$ cat config.mk
export PLATFORM = sky130hd
export DESIGN_NAME = uart_line_loader
export DESIGN_NICKNAME = d
export VERILOG_FILES = /design/src/rtl/uart_line_loader_pkg.sv /design/src/rtl/ascii_hex_decode.sv /design/src/rtl/uart_line_loader.sv
export SDC_FILE = /design/constraint.sdc
export NUM_CORES = 2
export LEC_CHECK = 0
export CORE_MARGIN = 2
export CORE_UTILIZATION = 30
export CTS_BUF_LIST = sky130_fd_sc_hd__clkbuf_8 sky130_fd_sc_hd__clkbuf_16
export DETAILED_ROUTE_END_ITERATION = 7
export PLACE_DENSITY_LB_ADDON = 0.08
export SLEW_MARGIN = 10
export SYNTH_ARGS = -nofsm -noshare
export SYNTH_HDL_FRONTEND = slang
export SYNTH_SLANG_ARGS = --single-unit
export TNS_END_PERCENT = 30
$ cat constraint.sdc
create_clock -name clk_i -period 5.5 [get_ports clk_i]
set_clock_uncertainty 0.1 [all_clocks]
set_input_delay 1.1 -clock clk_i [delete_from_list [all_inputs] [get_ports clk_i]]
set_output_delay 1.1 -clock clk_i [all_outputs]
set_load 0.1 [all_outputs]
$ cat src/rtl/uart_line_loader_pkg.sv
// Shared constants and types for the UART-to-frame-buffer line loader.
// LINES/PIXELS defaults are also used by the video generator and the BRAM.
package uart_line_loader_pkg;

   localparam int LINES_DEF  = 608;
   localparam int PIXELS_DEF = 300;

   localparam logic [7:0] CH_COMMIT = 8'h2B;  // '+'
   localparam logic [7:0] CH_HOME   = 8'h23;  // '#'
   localparam logic [7:0] CH_CR     = 8'h0D;
   localparam logic [7:0] CH_LF     = 8'h0A;
   localparam logic [7:0] CH_SP     = 8'h20;

   typedef enum logic [1:0] {
      ST_IDLE,
      ST_COLLECT,
      ST_WRITE
   } state_e;

   function automatic logic is_filler(input logic [7:0] ch);
      return (ch == CH_CR) || (ch == CH_LF) || (ch == CH_SP);
   endfunction

endpackage

$ cat src/rtl/ascii_hex_decode.sv
// Combinational ASCII hex-digit decoder: one byte in, {is_hex, nibble} out.
// Kept standalone so later command parsers can reuse it.
module ascii_hex_decode (
   input  logic [7:0] char_i,
   output logic       is_hex_o,
   output logic [3:0] nibble_o
);

   always_comb begin
      is_hex_o = 1'b0;
      nibble_o = 4'h0;
      if (char_i >= 8'h30 && char_i <= 8'h39) begin
         is_hex_o = 1'b1;
         nibble_o = 4'(char_i - 8'h30);
      end else if (char_i >= 8'h41 && char_i <= 8'h46) begin
         is_hex_o = 1'b1;
         nibble_o = 4'(char_i - 8'h37);
      end else if (char_i >= 8'h61 && char_i <= 8'h66) begin
         is_hex_o = 1'b1;
         nibble_o = 4'(char_i - 8'h57);
      end
   end

endmodule

$ cat src/rtl/uart_line_loader.sv
// Parses hex digits from the UART receiver into one pixel line and commits it
// to the frame-buffer BRAM with a single write per '+' character.
module uart_line_loader
   import uart_line_loader_pkg::*;
#(
   parameter int LINES  = LINES_DEF,
   parameter int PIXELS = PIXELS_DEF,
   parameter int ADDR_W = 10
) (
   input  logic              clk_i,
   input  logic              rst_i,
   input  logic              rx_ready_i,
   input  logic [7:0]        rx_data_i,
   output logic              wr_en_o,
   output logic [ADDR_W-1:0] wr_addr_o,
   output logic [PIXELS-1:0] wr_data_o,
   output logic [ADDR_W-1:0] line_index_o,
   output logic              frame_done_o,
   output logic [7:0]        err_count_o
);

   localparam int NIBS  = PIXELS / 4;
   localparam int NIB_W = $clog2(NIBS + 1);

   state_e              state_q, state_d;
   logic                rx_ready_q;
   logic                hold_valid_q, hold_valid_d;
   logic [7:0]          hold_data_q, hold_data_d;
   logic [PIXELS-1:0]   line_buf_q, line_buf_d;
   logic [NIB_W-1:0]    nib_cnt_q, nib_cnt_d;
   logic [ADDR_W-1:0]   line_index_q, line_index_d;
   logic                wr_en_q, wr_en_d;
   logic [ADDR_W-1:0]   wr_addr_q, wr_addr_d;
   logic [PIXELS-1:0]   wr_data_q, wr_data_d;
   logic                frame_done_q, frame_done_d;
   logic [7:0]          err_count_q, err_count_d;

   logic       accept;
   logic       process;
   logic       err_inc;
   logic [7:0] cur_byte;
   logic       is_hex;
   logic [3:0] nibble;

   // Rising edge of the level-style ready flag gives one acceptance per byte.
   assign accept   = rx_ready_i && !rx_ready_q;
   assign cur_byte = hold_valid_q ? hold_data_q : rx_data_i;

   ascii_hex_decode u_hex (
      .char_i   (cur_byte),
      .is_hex_o (is_hex),
      .nibble_o (nibble)
   );

   always_comb begin
      // NOTE: every _d gets a default before any branch so no latch can be inferred.
      state_d      = state_q;
      hold_valid_d = hold_valid_q;
      hold_data_d  = hold_data_q;
      line_buf_d   = line_buf_q;
      nib_cnt_d    = nib_cnt_q;
      line_index_d = line_index_q;
      wr_en_d      = 1'b0;
      wr_addr_d    = wr_addr_q;
      wr_data_d    = wr_data_q;
      frame_done_d = 1'b0;
      err_count_d  = err_count_q;
      process      = 1'b0;
      err_inc      = 1'b0;

      if (state_q == ST_WRITE) begin
         state_d = ST_IDLE;
         if (accept) begin
            hold_valid_d = 1'b1;
            hold_data_d  = rx_data_i;
         end
      end else if (hold_valid_q) begin
         // Drain the parked byte first; a byte arriving now takes its place.
         process      = 1'b1;
         hold_valid_d = accept;
         if (accept) hold_data_d = rx_data_i;
      end else begin
         process = accept;
      end

      if (process) begin
         if (is_hex) begin
            if (nib_cnt_q < NIB_W'(NIBS)) begin
               line_buf_d[4*int'(nib_cnt_q) +: 4] = line_buf_q[4*int'(nib_cnt_q) +: 4] | nibble;
               nib_cnt_d = nib_cnt_q + NIB_W'(1);
               state_d   = ST_COLLECT;
            end else begin
               err_inc = 1'b1;
            end
         end else if (cur_byte == CH_COMMIT) begin
            wr_en_d    = 1'b1;
            wr_addr_d  = line_index_q;
            wr_data_d  = line_buf_q;
            line_buf_d = '0;
            nib_cnt_d  = '0;
            state_d    = ST_WRITE;
            if (line_index_q == ADDR_W'(LINES - 1)) begin
               line_index_d = '0;
               frame_done_d = 1'b1;
            end else begin
               line_index_d = line_index_q + ADDR_W'(1);
            end
         end else if (cur_byte == CH_HOME) begin
            line_buf_d   = '0;
            nib_cnt_d    = '0;
            line_index_d = '0;
            state_d      = ST_IDLE;
         end else if (!is_filler(cur_byte)) begin
            err_inc = 1'b1;
         end
      end

      if (err_inc && err_count_q != 8'hFF) err_count_d = err_count_q + 8'd1;
   end

   always_ff @(posedge clk_i) begin
      if (rst_i) begin
         state_q      <= ST_IDLE;
         // Set high so a byte already valid when reset releases is not taken.
         rx_ready_q   <= 1'b1;
         hold_valid_q <= 1'b0;
         hold_data_q  <= '0;
         // NOTE: line_buf is a plain register (not a RAM), so clearing it on reset is cheap and required.
         line_buf_q   <= '0;
         nib_cnt_q    <= '0;
         line_index_q <= '0;
         wr_en_q      <= 1'b0;
         wr_addr_q    <= '0;
         wr_data_q    <= '0;
         frame_done_q <= 1'b0;
         err_count_q  <= '0;
      end else begin
         state_q      <= state_d;
         rx_ready_q   <= rx_ready_i;
         hold_valid_q <= hold_valid_d;
         hold_data_q  <= hold_data_d;
         line_buf_q   <= line_buf_d;
         nib_cnt_q    <= nib_cnt_d;
         line_index_q <= line_index_d;
         wr_en_q      <= wr_en_d;
         wr_addr_q    <= wr_addr_d;
         wr_data_q    <= wr_data_d;
         frame_done_q <= frame_done_d;
         err_count_q  <= err_count_d;
      end
   end

   assign wr_en_o      = wr_en_q;
   assign wr_addr_o    = wr_addr_q;
   assign wr_data_o    = wr_data_q;
   assign line_index_o = line_index_q;
   assign frame_done_o = frame_done_q;
   assign err_count_o  = err_count_q;

endmodule

==> flow_summary.toml <==
[drt]
vias = 23500
dr.pass1.iters = 7
ant_nets = 0
viasPerCell = 5.18
wirelength_um = 104000
drt_iter0_drc = 1826
drc = 0
wl_per_cell_um = 22.8

[yosys]
netlist_area_mm2 = 0.0262
yosys_register_bits = 649
yosysWarnings = 0
synthArstFlopShare_pct = 0
synth.largest_area_cell = "dfxtp_1"
ys_top_cells_by_area = "dfxtp_1, nand2_1, a21oi_1"
synth.distinct_cells = 88
syn_inst = 3045
synth_edf_count = 0
synth_top_area_share_pct = 49.6
avgSynthCellArea_um2 = 8.60
synth-seq-area-share_pct = 49.6
synth_ff_type = "dfxtp_1"
syn_nets = 3066

[global_routing]
grt_usage_pct = 22.5
grt_pass1_wl_um = 154000
grt_max_degree = 109
antenna_found_initial = 0
grt_pass1_vias = 23200
grt_overflow = 0

[pwr]
power_uw = 10000
p_leak_uw = 0.0107
p_per_area_mw_per_mm2 = 302
peakVddDrop_mv = 0.211

[setup_path]
crit_chain = "clkdlybuf4s50_1 > mux2_2 > inv_1 > ha_1 > nand2b_1 > nor2_1 > a21oi_1 > o211ai_4 > buf_4 > nor3_2 > nand2_1 > o21ai_0"
cp_data_arrival_time_ns = 4.50
critical_path_class = "primary input to register"
cp.required_ns = 5.91
worstSetupStartpointType = "primary input"
critPathMaxFanout = 8
critPathSlowestCell = "a21oi_1"
worstSetupEndpointType = "register"
critical_path.max_stage_delay_ns = 0.64

[hold_path]
hp-class = "register to register"

[cts]
cts_max_level = 3
tritoncts = "yes"
ctsLongestPathBuffers = 3
root_buffer = "clkbuf_16"
cts_sinks = 649
cts-buffers-inserted = 77
holdBufCountCts = 0
clk_pin_slew_ns = 0.06
clk_latency_ns = 0.62
cts_resized = 0
post_cts_buffers = 0

[timing]
hold_viol = 0
slew_viol_final = 0
rsz0062_at_grt = "false"
clock.fmax_mhz = 244
finalSetupTns_ns = 0
fin_crit_ns = 4.09
whs_ns = 0.351
report.final.setup_viol = 0
finalCritPeriodShare_pct = 74.4
tightest_slew_ns = 1.13
slew_headroom_pct = 24.5

[die]
row_count = 108
start_util_pct = 30.2
die_w_um = 299
io_pins = 341
die_y_um = 299
core_mm2 = 0.0866
fp.dieArea_mm2 = 0.0897

[placement]
port_buffers = 340
placed_area_mm2 = 0.0306
place_congestion = 0.859
dp_hpwl_um = 72600

[final_layout]
final_core_util_pct = 38.3
fillCellCount = 8796
layout.nets = 3341
area_delta_synth_final_pct = 26.7
diodes = 0
finalInstanceArea_mm2 = 0.0332
layout-drive-gt1-share_pct = 9.80

[run]
cap_viol_max_count = 0

[outcome]
status = "completed"
cell usage after synthesis (18+ instances only):
cell,number
nand2_1,962
dfxtp_1,649
a21oi_1,342
o21ai_0,165
clkbuf_1,111
nor2_1,103
o21ai_1,91
mux4_2,69
o2bb2ai_1,60
buf_2,57
o22ai_1,52
nor3_1,48
nand3_1,30
buf_4,20
mux2i_1,19
o211ai_1,18
layout make-up:
type                    count  area (um2)  area share [%]
well taps                1155        1450            4.36
inverters                  12        45.0           0.136
flip-flops and latches    649       13000            39.2
clock inverters            38         233           0.702
repair buffers            409        4030            12.1
clock buffers             100        2290            6.90
multi-input cells        2171       12100            36.6
sequential cells by signal, indices dropped and copies added (netlist names):
register / count
hold_valid_q: 1
wr_data_o: 300
wr_en_o: 1
wr_addr_o: 10
err_count_o: 8
line_buf_q: 300
line_index_o: 10
state_q: 2
frame_done_o: 1
hold_data_q: 8
nib_cnt_q: 7
rx_ready_q: 1
report_power, final:
part | internal (uW) | switching (uW) | total (uW)
combinational | 49.1 | 190 | 239
clock | 3010 | 2050 | 5060
sequential | 4700 | 1.32 | 4700
total | 7760 | 2240 | 10000
metrics by stage:
stage | std cells | setup slack, ns
after floorplan | 3045 | 1.72
after global placement | 4396 | 0.904
after detailed placement | 4396 | 0.815
after CTS | 4534 | 1.46
after global routing | 4534 | 1.17
final | 4534 | 1.41
worst paths after layout:
kind	start	depth (start not counted)	slack (ns)	to
worst max-delay path	rx_data_i[1]	12	1.41	line_buf_q[144]$_SDFFE_PP0P_
worst min-delay path	wr_data_o[71]$_SDFFE_PP0P_	2	0.35	wr_data_o[71]$_SDFFE_PP0P_
worst min register to register	wr_data_o[71]$_SDFFE_PP0P_	2	0.35	wr_data_o[71]$_SDFFE_PP0P_
worst max register to register	hold_valid_q$_SDFFE_PP0P_	11	1.50	line_buf_q[144]$_SDFFE_PP0P_
worst max-delay path, delay by kind of cell:
family / cells / cell delay [ns]
AND/OR/NAND/NOR: 4 / 1.03
AO/OA/AOI/OAI: 3 / 1.02
adder cells (fa/ha/maj): 1 / 0.19
buffers and inverters: 3 / 0.83
multiplexers: 1 / 0.34
logic make-up (layout without fill, tap and decap cells):
kind of cell	Yosys count	in the layout	synth area share, %
fa+ha+maj	10	10	0.478
xor+xnor	20	20	0.726
mux	101	101	7.45
flops	649	649	49.6
simple gates	1243	1243	19.7
compound gates	797	797	17.7
buf+inv	225	559	4.32
layout by cell type, fill, tap and decap left out, types with 23 or more instances in the layout:
cell type        netlist  final
nand2_1              962    960
dfxtp_1              649    646
a21oi_1              342    341
clkdlybuf4s50_1        0    339
o21ai_0              165    165
nor2_1               103     99
o21ai_1               91     90
clkbuf_16              0     81
mux4_2                69     69
buf_4                 20     61
o2bb2ai_1             60     60
o22ai_1               52     52
nor3_1                48     48
nand3_1               30     30
inv_1                  9     23
routing by layer:
metal,vias up,global-route usage (%),part of all wire (%)
li1,11100,-,-
met1,11500,29.4,43
met2,786,38.6,49
met3,146,3.33,5.9
met4,0,6.62,2.4
met5,-,0,0
Power figures use the tool's default switching activity.
